`src/rtl/bka_pipe_addsub.sv`:
```
`default_nettype none
// ============================================================================
// Module      : bka_pipe_addsub
// Description : Parametrised Brent-Kung prefix adder/subtractor with a
//               configurable number of pipeline stages and a bubble-collapsing
//               valid/ready handshake on both sides.
// Revision    : 1.0 - initial release (generic width, cin/cout, sub, flags)
// ============================================================================
module bka_pipe_addsub #(
  parameter int WIDTH = 16,
  parameter int PIPE  = 2
) (
  input  logic             clk,
  input  logic             rst_n,
  input  logic             in_valid,
  output logic             in_ready,
  input  logic [WIDTH-1:0] a,
  input  logic [WIDTH-1:0] b,
  input  logic             cin,
  input  logic             sub,
  output logic             out_valid,
  input  logic             out_ready,
  output logic [WIDTH-1:0] q,
  output logic             cout,
  output logic             ovf,
  output logic             zero
);

  localparam int LG = $clog2(WIDTH);
  localparam int L  = 2*LG - 1;                 // prefix levels
  localparam int NB = (PIPE > 1) ? PIPE-1 : 1;  // internal bundle registers

  // Everything a later level needs: original propagate (for the sum),
  // group generate/propagate, folded carry-in and the operand sign bits.
  typedef struct packed {
    logic [WIDTH-1:0] x;
    logic [WIDTH-1:0] g;
    logic [WIDTH-1:0] p;
    logic             c0;
    logic             am;
    logic             bm;
  } bnd_t;

  // Prefix level after which internal register s sits.
  function automatic int cut_level(input int s);
    return (s*L + PIPE - 1) / PIPE;
  endfunction

  // Register index that sits after prefix level lvl, 0 when none does.
  function automatic int stage_after(input int lvl);
    int r;
    r = 0;
    for (int s = 1; s < PIPE; s++)
      if (cut_level(s) == lvl) r = s;
    return r;
  endfunction

  // Per-bit propagate/generate; carry-in enters as the bit -1 generate,
  // folded into bit 0 so the tree yields G[i:-1] = carry into bit i+1.
  function automatic bnd_t pg_stage(input logic [WIDTH-1:0] fa,
                                    input logic [WIDTH-1:0] fb,
                                    input logic fcin, input logic fsub);
    bnd_t             r;
    logic [WIDTH-1:0] bb;
    bb     = fsub ? ~fb : fb;
    r.c0   = fsub ^ fcin;
    r.x    = fa ^ bb;
    r.g    = fa & bb;
    r.p    = r.x;
    r.g[0] = r.g[0] | (r.x[0] & r.c0);
    r.p[0] = 1'b0;
    r.am   = fa[WIDTH-1];
    r.bm   = bb[WIDTH-1];
    return r;
  endfunction

  // One Brent-Kung level: levels 1..LG form the up-sweep, the rest the
  // down-sweep filling in the intermediate carries.
  function automatic bnd_t prefix_level(input bnd_t s, input int lvl);
    bnd_t r;
    int   span;
    int   half;
    int   j;
    logic hit;
    r = s;
    if (lvl <= LG) span = 1 << lvl;
    else           span = 1 << (2*LG - lvl);
    half = span / 2;
    for (int i = 0; i < WIDTH; i++) begin
      if (lvl <= LG) hit = ((i + 1) % span) == 0;
      else           hit = (i >= span) && ((i % span) == half - 1);
      if (hit) begin
        j      = i - half;
        r.g[i] = s.g[i] | (s.p[i] & s.g[j]);
        r.p[i] = s.p[i] & s.p[j];
      end
    end
    return r;
  endfunction

  // Final XOR plus flags, packed as {q, cout, ovf, zero}.
  function automatic logic [WIDTH+2:0] sum_stage(input bnd_t s);
    logic [WIDTH-1:0] c;
    logic [WIDTH-1:0] sq;
    logic             sovf;
    c    = {s.g[WIDTH-2:0], s.c0};
    sq   = s.x ^ c;
    sovf = (s.am == s.bm) && (sq[WIDTH-1] != s.am);
    return {sq, s.g[WIDTH-1], sovf, ~|sq};
  endfunction

  bnd_t             w_lvl [0:L];   // combinational output of each level
  bnd_t             w_src [0:L];   // what the following level consumes
  bnd_t             r_bnd [0:NB-1];
  logic [PIPE:1]    r_v;
  logic [PIPE:1]    w_rdy;
  logic [PIPE:1]    w_vin;
  logic [WIDTH+2:0] w_res;

  assign w_lvl[0] = pg_stage(a, b, cin, sub);

  for (genvar l = 0; l <= L; l++) begin : g_src
    if (stage_after(l) != 0) begin : g_reg
      assign w_src[l] = r_bnd[stage_after(l)-1];
    end else begin : g_comb
      assign w_src[l] = w_lvl[l];
    end
  end

  for (genvar l = 1; l <= L; l++) begin : g_lvl
    assign w_lvl[l] = prefix_level(w_src[l-1], l);
  end

  assign w_res = sum_stage(w_src[L]);

  // A stage can take new data when empty or when everything downstream moves.
  for (genvar k = 1; k <= PIPE; k++) begin : g_hs
    assign w_rdy[k] = out_ready | ~(&r_v[PIPE:k]);
    if (k == 1) begin : g_first
      assign w_vin[k] = in_valid;
    end else begin : g_rest
      assign w_vin[k] = r_v[k-1];
    end
  end

  assign in_ready  = w_rdy[1];
  assign out_valid = r_v[PIPE];

  // Valid bits advance wherever the stage is ready, collapsing bubbles.
  always_ff @(posedge clk or negedge rst_n) begin
    if (!rst_n) begin
      r_v <= '0;
    end else begin
      for (int k = 1; k <= PIPE; k++)
        if (w_rdy[k]) r_v[k] <= w_vin[k];
    end
  end

  if (PIPE > 1) begin : g_cuts
    for (genvar s = 1; s < PIPE; s++) begin : g_stg
      // Capture the prefix state only for a real operand moving in.
      always_ff @(posedge clk or negedge rst_n) begin
        if (!rst_n)                     r_bnd[s-1] <= '0;
        else if (w_rdy[s] && w_vin[s])  r_bnd[s-1] <= w_lvl[cut_level(s)];
      end
    end
  end else begin : g_nocut
    assign r_bnd[0] = '0;
  end

  // Output register: loads only on a real operand, holds while stalled.
  always_ff @(posedge clk or negedge rst_n) begin
    if (!rst_n) begin
      q    <= '0;
      cout <= 1'b0;
      ovf  <= 1'b0;
      zero <= 1'b0;
    end else if (w_rdy[PIPE] && w_vin[PIPE]) begin
      {q, cout, ovf, zero} <= w_res;
    end
  end

endmodule
`default_nettype wire

```
`config.mk`:
```
export PLATFORM = sky130hd
export DESIGN_NAME = bka_pipe_addsub
export DESIGN_NICKNAME = d
export VERILOG_FILES = /design/src/rtl/bka_pipe_addsub.sv
export SDC_FILE = /design/constraint.sdc
export NUM_CORES = 1
export LEC_CHECK = 0
export CAP_MARGIN = 20
export CORE_MARGIN = 1.5
export CORE_UTILIZATION = 50
export CTS_CLUSTER_DIAMETER = 40
export DETAILED_ROUTE_END_ITERATION = 16
export PLACE_DENSITY = 0.78
export SYNTH_ARGS = -nofsm -noshare
export SYNTH_HDL_FRONTEND = slang
export SYNTH_SLANG_ARGS = --single-unit
```
`constraint.sdc`:
```
create_clock -name clk -period 2.2 [get_ports clk]
set_clock_uncertainty 0.2 [all_clocks]
set_input_delay 0.33 -clock clk [delete_from_list [all_inputs] [get_ports clk]]
set_output_delay 0.33 -clock clk [all_outputs]
set_load 0.005 [all_outputs]
```
; ---- After elaboration in Yosys (flattened, before gate mapping)
; Cells that the tools add are included.
[word_totals]
reg_bits = 67
out_inout_bits = 21
elab_cells = 95
inputBits = 38
[classes]
n_bitwise = 74
n_eq_ne = 2
mux = 1
reduce_logical = 6
[op_table]
columns = operator, count
row1 = $and 1x1->1, 38
row2 = $xor 16x16->16, 2
row3 = $or 1x1->1, 29
row4 = $and 16x16->16, 1
row5 = $mux 16, 1
row6 = $not 16->16, 1
row7 = $reduce_or 16->1, 1
row8 = $logic_and 1x1->1, 3
row9 = $not 1->1, 2
row10 = $reduce_and 2->1, 1
row11 = $eq 1x1->1, 1
row12 = $logic_not 1->1, 1
row13 = $ne 1x1->1, 1
row14 = $xor 1x1->1, 1

; ---- Longest topological paths before layout
[depth]
ltp_word = 13
mapped_depth = 9
depth_no_buf = 8

; ---- Worst setup path before layout
; No wires, ideal clock.
[synth_path]
path_kind = input to register
startpoint = input sub
endpoint = register r_bnd[34] (netlist bit)
cell_stages = 9
arrival_ns = 1.807
setup_ns = 0.130
t_required_ns = 1.870
n_path_buf = 2
setup_slack_ns = 0.063
cell_sequence = buf_6 -> buf_2 -> xor2_1 -> ha_1 -> a211o_1 -> a21oi_2 -> a221oi_1 -> a2111oi_2 -> o22ai_1
[synth_lines]
columns = item, line_no
row1 = from (decl), 20  ; input logic sub,
row2 = "to (signal, indexed assignment)", 164  ; else if (w_rdy[s] && w_vin[s]) r_bnd[s-1] <= w_lvl[cut_level(s)];
row3 = to (decl), 114  ; bnd_t r_bnd [0:NB-1];

==> results.toml <==
[yosys]
post_synth_num_cell_types = 36
synth_top_cell_area_share_pct = 50.1
synth-edff-count = 0
avgSynthCellArea_um2 = 11.9
yosysSeqAreaShare_pct = 50.1
synth_common_cells = "60 x dfrtp_1, 35 x mux2_2, 25 x nand2_1"
yosys_warnings = 0
synthArstFlopShare_pct = 100
syn_inst = 251
yosysTopAreaCell = "dfrtp_1"
synth-main-ff-cell = "dfrtp_1"
syn_area_um2 = 3000
syn_nets = 312
synth_seq_cells = 60
synthTopCellsByArea = "dfrtp_1 50%, mux2_2 13%, ha_1 9.6%"
yosysMostFrequentCell = "dfrtp_1"

[cells_and_area]
fin_cells = 417
layout-drive-gt1-share_pct = 24.9
fin_nets = 398
n_antenna_cell = 0
design_area_um2 = 4100
fill_cells = 420
synthToLayoutAreaGrowth_pct = 36.8

[routing]
drtIter0Drc = 80
drc = 0
routedWlPerCell_um = 14.2
ant_nets = 0
drt-total-wl_mm = 5.93
vias_per_cell = 5.24
firstDrtPassIters = 4
vias = 2183

[critical_path]
critPathMaxStageDelay_ps = 470
critPathMaxFanout = 2
path_delay_family = "compound AO/OA/AOI/OAI gates"
worst-path-buf-inv = 1
critPathArrivalTime_ps = 2170
slowest_stage = "clkdlybuf4s50_1"
end_kind = "register"
cp.required_ps = 2200
crit_path_start_kind = "input port"
worst-setup-path-type = "input port to register"
worstPathCellList = "clkdlybuf4s50_1 -> xor2_1 -> ha_1 -> o21a_1 -> a21oi_2 -> a221oi_2 -> a2111oi_2 -> o22ai_1"

[outcome]
outcome = "finished clean"

[grt]
grt_max_degree = 41
met2_usage_pct = 32.3
track_usage_pct = 21.0
antenna_found_initial = 0
grt_pass1_vias = 2065
grt_pass1_wl_mm = 9.95
grt.busiest_layer = "met2"
grt_util_met3_pct = 5.91
gr-usage-met1_pct = 28.6
grt.overflow.total = 0

[die]
dieArea_um2 = 6470
die_w_um = 80.5
ios = 59
initial_utilization_pct = 51.3
dieHeight_um = 80.5
rows = 28
core-area_um2 = 5850

[power_and_ir_drop]
p_leak_uw = 0.00188
totalPowerFinal_uw = 4040
power.density_nw_per_um2 = 985
vdd_drop_max_mv = 0.613

[clock_network]
cts_root_buffer = "clkbuf_8"
insertion_delay_ps = 340
cts_buffers = 9
cts_tree = "done"
cts_buffer_depth = 2
clkTransAtPathRegs_ps = 60
cts_max_level = 3
cts_sinks = 60

[timing]
fmax_ghz = 0.461
setup_tns_ps = 0
finalWorstSetupSlack_ps = 31.8
max_slew_margin_pct = 70.0
slew_viol_final = 0
tightest_slew_ps = 451
min_period_ps = 2170
period_share_pct = 98.6
hold_viol_final = 0
setup_viol = 0

[place]
dp_hpwl_mm = 4.56
dp_slack_ps = -393
place_area_um2 = 3810
dpl.cell_count = 399
io_buffers = 58
place_congestion = 0.797

[min_path]
hold_class = "register to register"

[run]
max_cap_violations = 0
==> tightest hold or removal path: stages, from the launching register on <==
cell,delay (ps)
dfrtp_1,340
nand2_1,40
o21ai_0,60
==> routing by layer <==
layer / vias up / wire, um
li1: 1064 / -
met1: 1051 / 2770
met2: 59 / 2850
met3: 9 / 207
met4: 0 / 93
met5: - / 0
==> stage by stage <==
step                util [%]  hold WS, ps
finish                  70.1          277
global route            70.1          305
CTS                     69.8          284
detailed placement      65.2          144
global placement        65.2          137
floorplan                  -         -166
==> layout make-up <==
cell class / count / area, um^2 / share of cell area (%)
clock buffer: 12 / 155 / 3.78
sequential: 60 / 1500 / 36.6
inverter: 1 / 3.75 / 0.0915
tap: 75 / 93.8 / 2.29
timing repair buffer: 84 / 805 / 19.6
clock inverter: 4 / 95.1 / 2.32
multi-input combinational: 181 / 1450 / 35.3
==> power by group <==
part | switching [uW] | internal [uW]
clock network | 418 | 813
registers | 176 | 1400
logic | 491 | 741
total | 1080 | 2960
==> sequential cells by signal (all words and copies together) (netlist names) <==
signal,count
r_bnd,39
q,16
zero,1
ovf,1
cout,1
r_v,2
==> layout by cell type (no fill, tap or decap), drive strengths merged, types with 2 or more instances in the layout <==
master | synthesis | routed
xnor2 | 2 | 2
xor2 | 24 | 24
o21a | 2 | 2
nand2 | 27 | 27
clkbuf | 2 | 12
mux2 | 35 | 35
nand4 | 2 | 2
a21o | 7 | 7
a21oi | 10 | 10
o21ai | 21 | 21
buf | 7 | 26
ha | 23 | 23
nand3 | 2 | 2
nand2b | 3 | 3
nor2 | 10 | 10
dfrtp | 60 | 60
bufinv | 0 | 3
clkdlybuf4s50 | 0 | 55
==> logic make-up after synthesis <==
group / share of synthesized area, %
xor+xnor: 7.84
buf+inv: 2.09
fa+ha+maj: 9.60
flops: 50.1
compound gates: 9.35
mux: 13.1
simple gates: 7.93
==> worst paths after layout <==
kind	start	to	slack, ps	depth (start not counted)
setup / recovery	b[10]	r_bnd[34]	30	8
hold / removal	q[3]	q[3]	280	2
setup reg to reg	r_bnd[14]	ovf	160	8
hold reg to reg	q[3]	q[3]	280	2
max in group asynchronous	rst_n	r_bnd[22]	1090	3
min in group asynchronous	rst_n	r_bnd[48]	330	3
==> what timing repair did <==
| action | in CTS | in global routing |
|---|---|---|
| endpoints found under the setup margin | 2 | 1 |
| buffers inserted | 0 | 1 |
| endpoints found under the hold margin | 60 | 0 |
| gates resized for setup | 3 | 4 |
| pin swaps | 0 | 6 |
| hold buffers | 1 | 0 |
Power figures use the tool's default switching activity.
